## config.mk

```make
export PLATFORM = sky130hd
export DESIGN_NAME = cc_demux_bus_writeback
export DESIGN_NICKNAME = d
export VERILOG_FILES = /design/src/rtl/cc_demux_bus_writeback_pkg.sv /design/src/rtl/cc_demux_bus_writeback_onehot.sv /design/src/rtl/cc_demux_bus_writeback.sv
export SDC_FILE = /design/constraint.sdc
export NUM_CORES = 1
export LEC_CHECK = 0
export CAP_MARGIN = 10
export CORE_UTILIZATION = 60
export DETAILED_ROUTE_END_ITERATION = 7
export DONT_BUFFER_PORTS = 1
export PLACE_DENSITY = 0.87
export SLEW_MARGIN = 40
export SYNTH_ARGS = -nofsm -noshare
export SYNTH_HDL_FRONTEND = slang
export SYNTH_SLANG_ARGS = --single-unit
```

## constraint.sdc

```tcl
create_clock -name CC_DEMUX_CLOCK_50 -period 2.6 [get_ports CC_DEMUX_CLOCK_50]
set_input_delay 0.52 -clock CC_DEMUX_CLOCK_50 [delete_from_list [all_inputs] [get_ports CC_DEMUX_CLOCK_50]]
set_output_delay 0.52 -clock CC_DEMUX_CLOCK_50 [all_outputs]
set_load 0.005 [all_outputs]
```

## src/rtl/cc_demux_bus_writeback_pkg.sv

```systemverilog
// cc_demux_bus_writeback_pkg: widths, destination count and FSM encodings
// shared by the bus write-back demux and the bus source multiplexer.
package cc_demux_bus_writeback_pkg;
  localparam int DATAWIDTH_BUS = 4;
  localparam int DATAWIDTH_DEMUX_SELECTION_REG = 5;
  localparam int DATAWIDTH_DEMUX_SELECTION_CONTROL = 6;
  localparam int NUM_DEST = 12;
  localparam int COUNT_W = 8;
  typedef enum logic [1:0] {
    IDLE  = 2'b00,
    WRITE = 2'b01,
    ACK   = 2'b10,
    ERR   = 2'b11
  } state_e;
endpackage

```

## src/rtl/cc_demux_bus_writeback_onehot.sv

```systemverilog
// cc_onehot_decoder: binary address to one-hot load vector, all-zero and
// flagged out of range when the address is not below NUM_DEST.
module cc_onehot_decoder #(
  parameter int NUM_DEST = 12,
  parameter int AW = 6
) (
  input  logic [AW-1:0]       addr,
  output logic [NUM_DEST-1:0] onehot,
  output logic                in_range
);
  always_comb begin
    in_range = addr < AW'(NUM_DEST);
    onehot = in_range ? NUM_DEST'(1) << addr : '0;
  end
endmodule

```

## src/rtl/cc_demux_bus_writeback.sv

```systemverilog
// cc_demux_bus_writeback: registered write-back demux with valid/busy/done handshake.
// Build macro CC_DEMUX_WRITE_COUNT_EN adds an 8-bit completed-write counter output.
module cc_demux_bus_writeback
  import cc_demux_bus_writeback_pkg::*;
#(
  parameter int DW = DATAWIDTH_BUS,
  parameter int RW = DATAWIDTH_DEMUX_SELECTION_REG,
  parameter int CW = DATAWIDTH_DEMUX_SELECTION_CONTROL,
  parameter int ND = NUM_DEST
) (
  input  logic          CC_DEMUX_CLOCK_50,
  input  logic          CC_DEMUX_RESET_InLow,
  input  logic [DW-1:0] CC_DEMUX_data_InBUS,
  input  logic [RW-1:0] CC_DEMUX_registro_InBUS,
  input  logic [CW-1:0] CC_DEMUX_control_InBUS,
  input  logic          CC_DEMUX_selector_InBUS,
  input  logic          CC_DEMUX_valid_In,
  output logic [DW-1:0] CC_DEMUX_data_OutBUS,
  output logic [ND-1:0] CC_DEMUX_load_OutBUS,
  output logic          CC_DEMUX_busy_Out,
  output logic          CC_DEMUX_done_Out,
`ifdef CC_DEMUX_WRITE_COUNT_EN
  output logic [COUNT_W-1:0] CC_DEMUX_count_Out,
`endif
  output logic          CC_DEMUX_error_Out
);
  state_e state_q, state_d;
  logic [DW-1:0] data_q, data_d;
  logic [ND-1:0] load_q, load_d, onehot;
  logic busy_q, busy_d, done_q, done_d, error_q, error_d, in_range;
  logic [CW-1:0] addr;
`ifdef CC_DEMUX_WRITE_COUNT_EN
  logic [COUNT_W-1:0] count_q, count_d;
`endif
  assign addr = CC_DEMUX_selector_InBUS ? CW'(CC_DEMUX_registro_InBUS) : CC_DEMUX_control_InBUS;
  cc_onehot_decoder #(.NUM_DEST(ND), .AW(CW)) u_dec (
    .addr(addr),
    .onehot(onehot),
    .in_range(in_range)
  );
  // Outputs are computed one state ahead so every output comes straight from a flop.
  always_comb begin
    state_d = state_q;
    data_d = data_q;
    load_d = '0;
    busy_d = 1'b0;
    done_d = 1'b0;
    error_d = 1'b0;
`ifdef CC_DEMUX_WRITE_COUNT_EN
    count_d = count_q;
`endif
    case (state_q)
      IDLE: if (CC_DEMUX_valid_In) begin
        busy_d = 1'b1;
        state_d = in_range ? WRITE : ERR;
        error_d = !in_range;
        load_d = onehot;
        data_d = in_range ? CC_DEMUX_data_InBUS : data_q;
      end
      WRITE: begin
        state_d = ACK;
        busy_d = 1'b1;
        done_d = 1'b1;
`ifdef CC_DEMUX_WRITE_COUNT_EN
        count_d = count_q + COUNT_W'(1);
`endif
      end
      default: state_d = IDLE;
    endcase
  end
  always_ff @(posedge CC_DEMUX_CLOCK_50 or negedge CC_DEMUX_RESET_InLow) begin
    if (!CC_DEMUX_RESET_InLow) begin
      state_q <= IDLE;
      data_q <= '0;
      load_q <= '0;
      busy_q <= 1'b0;
      done_q <= 1'b0;
      error_q <= 1'b0;
`ifdef CC_DEMUX_WRITE_COUNT_EN
      count_q <= '0;
`endif
    end else begin
      state_q <= state_d;
      data_q <= data_d;
      load_q <= load_d;
      busy_q <= busy_d;
      done_q <= done_d;
      error_q <= error_d;
`ifdef CC_DEMUX_WRITE_COUNT_EN
      count_q <= count_d;
`endif
    end
  end
  assign CC_DEMUX_data_OutBUS = data_q;
  assign CC_DEMUX_load_OutBUS = load_q;
  assign CC_DEMUX_busy_Out = busy_q;
  assign CC_DEMUX_done_Out = done_q;
  assign CC_DEMUX_error_Out = error_q;
`ifdef CC_DEMUX_WRITE_COUNT_EN
  assign CC_DEMUX_count_Out = count_q;
`endif
endmodule

```

; ---- Yosys cells after proc, flatten, opt, wreduce, memory -nomap -nowiden
; Index checks and enable logic that the tools add are counted.
[word_totals]
in_bits = 19
ff_bits = 21
elab_cells = 25
[classes]
eq_ne = 2
n_lt_le_gt_ge = 1
n_reduce_logical = 3
mux = 12
shifts = 1
[ops]
columns = op, count
row1 = $mux 12, 3
row2 = $shl 1x6->12 const A, 1
row3 = $lt 6x4->1 const B, 1
row4 = $mux 6, 1
row5 = $mux 1, 4
row6 = $mux 2, 2
row7 = $pmux 2 s2, 1
row8 = $reduce_and 3->1, 1
row9 = $eq 2x1->1 const B, 1
row10 = $logic_not 2->1, 1
row11 = $ne 2x2->1 const B, 1
row12 = $pmux 1 s2, 1
row13 = $logic_not 1->1, 1

; ---- Depth between registers and ports, before layout
[logic_depth]
word_depth = 5
depth_mapped = 5
mapped_depth_nobuf = 4

; ---- Cells and area by module
; From an unflattened synthesis, not the netlist that was laid out.
[unflattened]
cells_unflattened = 72
area_unflattened_um2 = 904.6
[modules_own_cells]
columns = module, instances, cells_per_inst, seq_area_each_um2, area_per_inst_um2
row1 = cc_demux_bus_writeback, 1, 53, 525.5, 792.0
row2 = cc_onehot_decoder, 1, 19, 0.0, 112.6

; ---- Worst setup path before layout
; No wires, ideal clock.
[synth_timing]
path_type = input -> register
start = input CC_DEMUX_control_InBUS[3]
end = register data_q[2], in the netlist CC_DEMUX_data_OutBUS[2]
arrival_ns = 1.475
n_path_buf = 0
slack_ns = 1.000
cell_stages = 4
path_cell_list = a2111oi_2 a21oi_1 nor2_2 mux2_2
[synth_via]
elab_chain_cells = 3
[synth_lines]
columns = element, line
row1 = start: declaration, cc_demux_bus_writeback.sv:15  ; input logic [CW-1:0] CC_DEMUX_control_InBUS,
row2 = $mux 6, cc_demux_bus_writeback.sv:35  ; assign addr = CC_DEMUX_selector_InBUS ? CW'(CC_DEMUX_registro_InBUS) : CC_DEMUX_control_InBUS;
row3 = $lt 6x4->1, cc_demux_bus_writeback_onehot.sv:12  ; in_range = addr < AW'(NUM_DEST);
row4 = $reduce_and 3->1 (no line), n/a
row5 = end signal: assignment, cc_demux_bus_writeback.sv:84  ; data_q <= data_d;
row6 = end: declaration, cc_demux_bus_writeback.sv:28  ; logic [DW-1:0] data_q, data_d;
; Every way passes these cells.
; A chain may end at the register's enable or synchronous reset.

; ---- Worst setup path in the final report
[layout_timing]
start = register state_q[1]
end = register data_q[0], in the netlist CC_DEMUX_data_OutBUS[0]
[layout_via]
elab_chain_cells = 2
[layout_lines]
columns = element, line
row1 = start: declaration, cc_demux_bus_writeback.sv:27  ; state_e state_q, state_d;
row2 = start signal: assignment, cc_demux_bus_writeback.sv:83  ; state_q <= state_d;
row3 = $logic_not 2->1, cc_demux_bus_writeback.sv:52  ; case (state_q)
row4 = $reduce_and 3->1 (no line), n/a
; Every way passes these cells.

==> metrics <==
WS Path Type reg2reg; I/O pins 38; Critical Path RT between 2 and 3 ns; clock buffer depth 2; final non-filler cell total 90; pin slew with the least headroom to its limit about 0.46 ns; max-slew violations 0; # clock sinks 21; most frequent cells in the layout dfrtp_1 (21), nor2_1 (10), nor3_1 (8); global placer's final weighted congestion 0.7198; post-synth top area cell dfrtp_1; Detailed Routing Iterations Pass 1 2; Worst setup SP type flop; layout cells sized above 1 0.1733; htree depth 1; design area between 900 and 1000 um^2; routing usage on met1 0.2250; Seq/Total Area, Yosys 0.6114; Crit path largest cell delay between 0.4 and 0.5 ns; post-route ant nets 0; HP Class in2async; Global Route Usage Sum 0.2081; CTS tree built; Vias between 500 and 600; Max FO, Critical Path 4; antenna violations before repair 0; drt drc 0; Async SR Flop Fraction 1.000; Fin Clk Skew 0.002877 ns; Starting Density 0.6524; Die Span Y around 40 um; Synth Cell Area about 860 um^2; Post-synth top flop dfrtp_1; Post-Synthesis Cells 71; Root Buffer clkbuf_4; worst setup margin a little over 1 ns; CP bufs+invs 0; Synth Warn # 0; Max-Cap Viols 0; Tcrit/Tclk final 0.6012; IO buf count 0; Post-CTS Setup Bufs 0; Reg clk slew, reported paths 0.11 ns; grt ovf 0; RSZ-0062 raised after global routing false; cts repair resizes 0; post-layout power approximately 600 uW; setup_tns 0 ns; minimum clock period around 1.6 ns; most crowded layer after global routing met2; Synth cell types 26; Layout area overhead 5.386%; Avg Cell Area, Syn 12.11 um^2; die footprint between 1500 and 2000 um^2; PD cells 675.5 nW/um^2; EDFF count, synth 0; largest net degree at the start of global routing 22; met2 Usage GRT 0.3402; nets@finish 95; placed insts 85; final setup violation count 0; flops & latches, synth 21; Filler cells between 90 and 100; dpl cell area between 800 and 900 um^2; multi-input combinational cell area roughly 320 um^2; worst-path cell chain or3b_4, nor2_2, mux2_1; first-pass GRT wire length just over 2000 um; die width between 30 and 40 um; DRT iter0 DRCs 1; Critical R2R Launch state_q[1]; wire per inst between 10 and 15 um; number of global-route vias before repair slightly below 500; cts bufs inserted 3; outcome finished, final reports clean; Rel. slew slack 0.6812; critical path capture point type flop; # diodes 0; Post-Place Worst Slack just under 0.9 ns; Crit-path slowest cell or3b_4; FF/Latch Area around 530 um^2; syn nets 90; Synth top area share 0.6114; maximum vdd drop 0.3221 mV; ranking of synthesized cells by area dfrtp_1 (61%), nor3_1 (4.7%), nor2_1 (4.4%); critical path data arrival time between 1.5 and 2 ns; DR vias/cell between 5 and 6; GR Util met3 0.07386; Core Area between 1000 and 1500 um^2; crit path launch state_q[1]; Clk Latency, worst-skew pair between 0.2 and 0.3 ns; Hold Violations, Final 0; hold_buf cts 1; Top delay family on crit path simple AND/OR/NAND/NOR gates; LEAKAGE roughly 0.00041 uW; Core Rows 13; fmax between 0.6 and 0.7 GHz; most common cell after layout, fill and taps aside dfrtp_1; WL final around 1300 um; HPWL after detailed placement about 1100 um
## synthesized netlist by cell type, drive strengths merged (2+ instances only)
library cell / count
dfrtp: 21
nor2: 11
nor3: 8
mux2: 6
a21oi: 4
inv: 2
nor2b: 2
## cells by family after synthesis
kind of cell,Yosys count,synth area share
AND/OR/NAND/NOR,31,0.2038
buffers and inverters,3,0.01455
AO/OA/AOI/OAI,9,0.08005
flip-flops,21,0.6113
multiplexers,7,0.09024
## area by class of cell
class / instances / area share
flip-flops and latches: 21 / 0.5801
clock inverters: 1 / 0.005525
repair buffers: 1 / 0.005525
clock buffers: 3 / 0.02486
multi-input cells: 47 / 0.3550
well taps: 15 / 0.02072
inverters: 2 / 0.008287
## layer usage
layer,share of wire,vias up
met5,0,-
met3,0.090,4
met1,0.40,243
li1,-,258
met2,0.48,32
met4,0.025,0
## path summary, 6_finish.rpt
| check | endpoint | slack, ns | depth (start not counted) |
|---|---|---|---|
| max | CC_DEMUX_data_OutBUS[0] | 1.04 | 3 |
| min | CC_DEMUX_load_OutBUS[11] | 0.15 | 1 |
| max reg2reg | CC_DEMUX_data_OutBUS[0] | 1.04 | 3 |
| min reg2reg | CC_DEMUX_busy_Out | 0.48 | 1 |
| max in group asynchronous | CC_DEMUX_load_OutBUS[3] | 2.15 | 1 |
| min in group CC_DEMUX_CLOCK_50 | CC_DEMUX_busy_Out | 0.35 | 2 |
## stage by stage
| step | hold WS, ns | util |
|---|---|---|
| final | 0.1489 | 0.6876 |
| after global routing | 0.1705 | 0.6876 |
| after CTS | 0.3450 | 0.6914 |
| after detailed placement | 0.2248 | 0.6629 |
| after global placement | 0.2248 | 0.6629 |
| after floorplan | 0.2244 | - |
## report_power, final
group / switching, uW / total [uW] / internal, uW
clock network: 89.1 / 146 / 57.2
logic: 35.1 / 70.6 / 35.5
registers: 28.1 / 395 / 367
total: 152 / 612 / 460
## state kept, by name, indices dropped and copies added, names as in the netlist
register / cells
CC_DEMUX_busy_Out: 1
state_q: 2
CC_DEMUX_load_OutBUS: 12
CC_DEMUX_error_Out: 1
CC_DEMUX_done_Out: 1
CC_DEMUX_data_OutBUS: 4
Power figures use the tool's default switching activity.
==> variant 1, RTL diff (config.mk and constraints unchanged) <==
Take the reset off `data_q` and load it in a clocked block of its own.
--- a/src/rtl/cc_demux_bus_writeback.sv
+++ b/src/rtl/cc_demux_bus_writeback.sv
@@ -71,7 +71,6 @@
   always_ff @(posedge CC_DEMUX_CLOCK_50 or negedge CC_DEMUX_RESET_InLow) begin
     if (!CC_DEMUX_RESET_InLow) begin
       state_q <= IDLE;
-      data_q <= '0;
       load_q <= '0;
       busy_q <= 1'b0;
       done_q <= 1'b0;
@@ -81,7 +80,6 @@
 `endif
     end else begin
       state_q <= state_d;
-      data_q <= data_d;
       load_q <= load_d;
       busy_q <= busy_d;
       done_q <= done_d;
@@ -90,6 +88,10 @@
       count_q <= count_d;
 `endif
     end
+  end
+
+  always_ff @(posedge CC_DEMUX_CLOCK_50) begin
+    data_q <= data_d;
   end
   assign CC_DEMUX_data_OutBUS = data_q;
   assign CC_DEMUX_load_OutBUS = load_q;
Behaviour: not the same (a bounded check fails within 4 cycles, from zero or initial values and one cycle with CC_DEMUX_RESET_InLow low).
==> variant 1 against the original RTL <==
  * Routed wire length up 14%
  * Power is 4.7% lower
  * Worst hold slack got worse by 17 ps
  * Worst setup slack better by 120 ps
  * Sequential cell count unchanged
  * Final area rose by 8.0%
  * Via count is 4.8% higher
  * Area after synthesis increased by 9.2%
  * Global-route usage down 1.2 points
  * Critical path type is now in2reg
  * Critical endpoint is now CC_DEMUX_data_OutBUS[0]$_DFFE_PP_
  * Highest routed layer unchanged
==> variant 1: results <==
set metrics [dict create \
    skew_ps 2.155 \
    final-nonclk-buf-share_pct 0.5115 \
    arrival_ps 1400 \
    drt_iter0_drc 5 \
    wl_met3_um 106 \
    ys_top_cells_by_area "dfrtp_1, edfxtp_1, nor4_2, nor3_1, nor4b_4" \
    r2r_slack_ps 1190 \
    leakage_nw 0.3861 \
    cellPowerDensity_mw_per_mm2 596.0 \
    startpoint "CC_DEMUX_selector_InBUS" \
    dp_hpwl_um 1172 \
    r2r_end "CC_DEMUX_data_OutBUS[0]$_DFFE_PP_" \
    share_seq_of_total_power_pct 63.1 \
    ir_drop_v 0.0002785 \
    seqAreaFraction_pct 55.75 \
    grt_pass1_wl_um 2566 \
    inverters_excl_clock 1 \
    final_net_count 92 \
    crit_fanout 15 \
    met2_usage_pct 30.31 \
    power_switching_uw 144.4 \
    routed-wl-met2_um 721 \
    grtUsageTotal_pct 19.63 \
    worst_pin_slew_ps 458.3 \
    fill_cells 96 \
    wl_met1_um 656 \
    async_reset_ff_share_pct 80.95 \
    place.gp.congestion 0.7340 \
    clock_area_share_pct 2.813 \
    synth_nets 87 \
    post_dp_cell_area_um2 945.9 \
    multi_input_comb_cells 45 \
    dr.pass1.iters 4 \
    worst_r2r_path_depth 2 \
    drive_gt1_share_pct 29.17 \
    status "completed" \
    vias 563 \
    drt-total-wl_um 1497 \
    met1_usage_pct 26.18 \
    grtUsageMet3_pct 5.652 \
    synth_cell_type_count 30 \
]
## variant 1: cell count changes after synthesis, moves of 3 or more
cell and delta:
nor2_1 -7, nand2_1 +3, a21oi_1 -4, mux2_1 -3
nor4_2 +5, dfrtp_1 -4, edfxtp_1 +4
## variant 1: cell families (layout without fill, tap and decap cells)
| family | after synthesis | in the layout | share of synthesized area (%) |
|---|---|---|---|
| compound gates | 9 | 9 | 8.133 |
| buf+inv | 2 | 6 | 1.600 |
| flops | 21 | 21 | 58.13 |
| mux | 3 | 3 | 3.733 |
| simple gates | 33 | 33 | 28.40 |
## variant 1: stage by stage
step                      utilization (%)  power (mW)  setup WS [ps]  cells
final                               70.77      0.5832           1156     87
after global routing                70.77      0.6170           1062     87
after global placement              68.42      0.4352          864.9     82
after detailed placement            68.42      0.4370          813.2     82
after CTS                           71.13      0.5870           1140     87
after floorplan                         -      0.4297          937.1     68
## variant 1: worst max-delay path, stage by stage
cell	delay, ps
nor3_2	270
nor2_2	140
nor4_2	470
==> variant 2, RTL diff (config.mk and constraints unchanged) <==
Made on the original files. The option `CC_DEMUX_WRITE_COUNT_EN` is turned on by a define.
--- a/src/rtl/cc_demux_bus_writeback.sv
+++ b/src/rtl/cc_demux_bus_writeback.sv
@@ -1,5 +1,7 @@
 // cc_demux_bus_writeback: registered write-back demux with valid/busy/done handshake.
 // Build macro CC_DEMUX_WRITE_COUNT_EN adds an 8-bit completed-write counter output.
+`define CC_DEMUX_WRITE_COUNT_EN
+
 module cc_demux_bus_writeback
   import cc_demux_bus_writeback_pkg::*;
 #(
Formal check against the unedited RTL (old outputs only; new: CC_DEMUX_count_Out): equivalent (Yosys induction, for registers that start in step).
==> variant 2 against the original RTL <==
  * Sequential cell count grew 8
  * Power grew 72%
  * Routed wire length grew 80%
  * Worst setup slack gained 170 ps
  * Area after synthesis grew 46%
  * Final area grew 50%
  * Final cell count grew 47%
==> variant 2: results <==
set metrics [dict create \
    antenna_found_initial 0 \
    leakage_nw 0.6007 \
    whs_path_depth 1 \
    cts_resized 0 \
    grt_pass1_vias 765 \
    place.gp.congestion 0.7558 \
    dr.pass1.iters 4 \
    hold_viol 0 \
    grt_pass1_wl_um 3601 \
    final_net_count 125 \
    cts_buffer_depth 2 \
    skew_ps 9.568 \
    grt_max_degree 30 \
    critPathSlowestCell "dfrtp_1" \
    portBuffers 0 \
    vias_per_cell 6.083 \
    cts_hold_buffers 2 \
    largest_reg_flops 12 \
    drive_gt1_share_pct 15.24 \
    cts.clk_slew.worst_paths_ps 80 \
    diodes 0 \
    synth_ff_type "dfrtp_1" \
    hold_class "in2reg" \
    synth_warnings 0 \
    ir_drop_v 0.0005626 \
    cts_root_buf "clkbuf_4" \
    ys_top_cells_by_area "dfrtp_1, mux2_1, xnor2_1, nor2_1, nor4_1" \
    status "completed" \
    crit_fanout 6 \
    synth_nets 118 \
    drt_iter0_drc 10 \
    async_reset_ff_share_pct 100.0 \
    arrival_ps 1610 \
    worst_r2r_path_depth 3 \
    worst_pin_slew_ps 458.6 \
    numCtsBuffers 5 \
    cp_top_family "flip-flops" \
    synth_common_cells "dfrtp_1, nor2_1, xnor2_1" \
    dp_hpwl_um 1661 \
    clk_latency_ps 330 \
    pre_cts_slack_ps 1142 \
    synth_cell_type_count 34 \
    grtUsageTotal_pct 24.41 \
    ys_seq_area_share_pct 57.88 \
    wl_per_cell_um 17.90 \
    h-tree-depth 2 \
]
-- variant 2: changes by cell type after synthesis, moves of 4 or more --
cell and change:
nor4_1 +4, nor3_1 -4, nand4_1 +4, dfrtp_1 +8
xnor2_1 +6
-- variant 2: per-layer routing --
metal | share of wire [%] | up-vias | track usage [%]
met2 | 52 | 30 | 39.73
met5 | 0 | - | 0
met4 | 1.8 | 0 | 8.333
li1 | - | 378 | -
met3 | 6.4 | 4 | 13.21
met1 | 40 | 391 | 27.23
-- variant 2: path summary, 6_finish.rpt --
| kind | startpoint | end | slack [ps] |
|---|---|---|---|
| min in group asynchronous | CC_DEMUX_RESET_InLow | CC_DEMUX_load_OutBUS[10]$_DFF_PN0_ | 630 |
| min | CC_DEMUX_data_InBUS[1] | CC_DEMUX_data_OutBUS[1]$_DFFE_PN0P_ | 320 |
| max | state_q[0]$_DFFE_PN0P_ | CC_DEMUX_data_OutBUS[2]$_DFFE_PN0P_ | 1200 |
| max in group asynchronous | CC_DEMUX_RESET_InLow | state_q[1]$_DFFE_PN0P_ | 1810 |
| max reg2reg | state_q[0]$_DFFE_PN0P_ | CC_DEMUX_data_OutBUS[2]$_DFFE_PN0P_ | 1200 |
| min reg2reg | CC_DEMUX_data_OutBUS[0]$_DFFE_PN0P_ | CC_DEMUX_data_OutBUS[0]$_DFFE_PN0P_ | 530 |
-- variant 2: per-stage QoR --
stage	area (um^2)	std cells	utilization [%]
after detailed placement	1271	123	64.80
after global placement	1271	123	64.80
after floorplan	1254	98	-
after CTS	1356	132	69.13
after global routing	1356	132	69.13
final	1356	132	69.13
-- variant 2: layout make-up --
cell class / instances / area (um^2)
Inverter: 1 / 8.758
Sequential cell: 29 / 725.7
Tap cell: 27 / 33.78
Fill cell: 165 / 605.6
Clock buffer: 7 / 55.05
Multi-Input combinational cell: 66 / 503.0
Timing Repair Buffer: 2 / 30.03
-- variant 2: kinds of logic after synthesis --
family / Yosys count / synth area share [%]
compound gates: 11 / 6.987
xor+xnor: 7 / 4.890
fa+ha+maj: 1 / 0.9978
buf+inv: 3 / 1.996
flops: 29 / 57.88
mux: 9 / 7.784
simple gates: 38 / 19.46
-- variant 2: worst register-to-register path: stages, from the launching register on --
cell and delay [ps]:
dfrtp_1 440, and4bb_1 250, a22oi_2 240, mux2_1 360
-- variant 2: power breakdown --
part / switching [mW] / internal, mW
registers: 0.0966 / 0.528
clock network: 0.147 / 0.127
logic: 0.0759 / 0.0803
total: 0.319 / 0.736
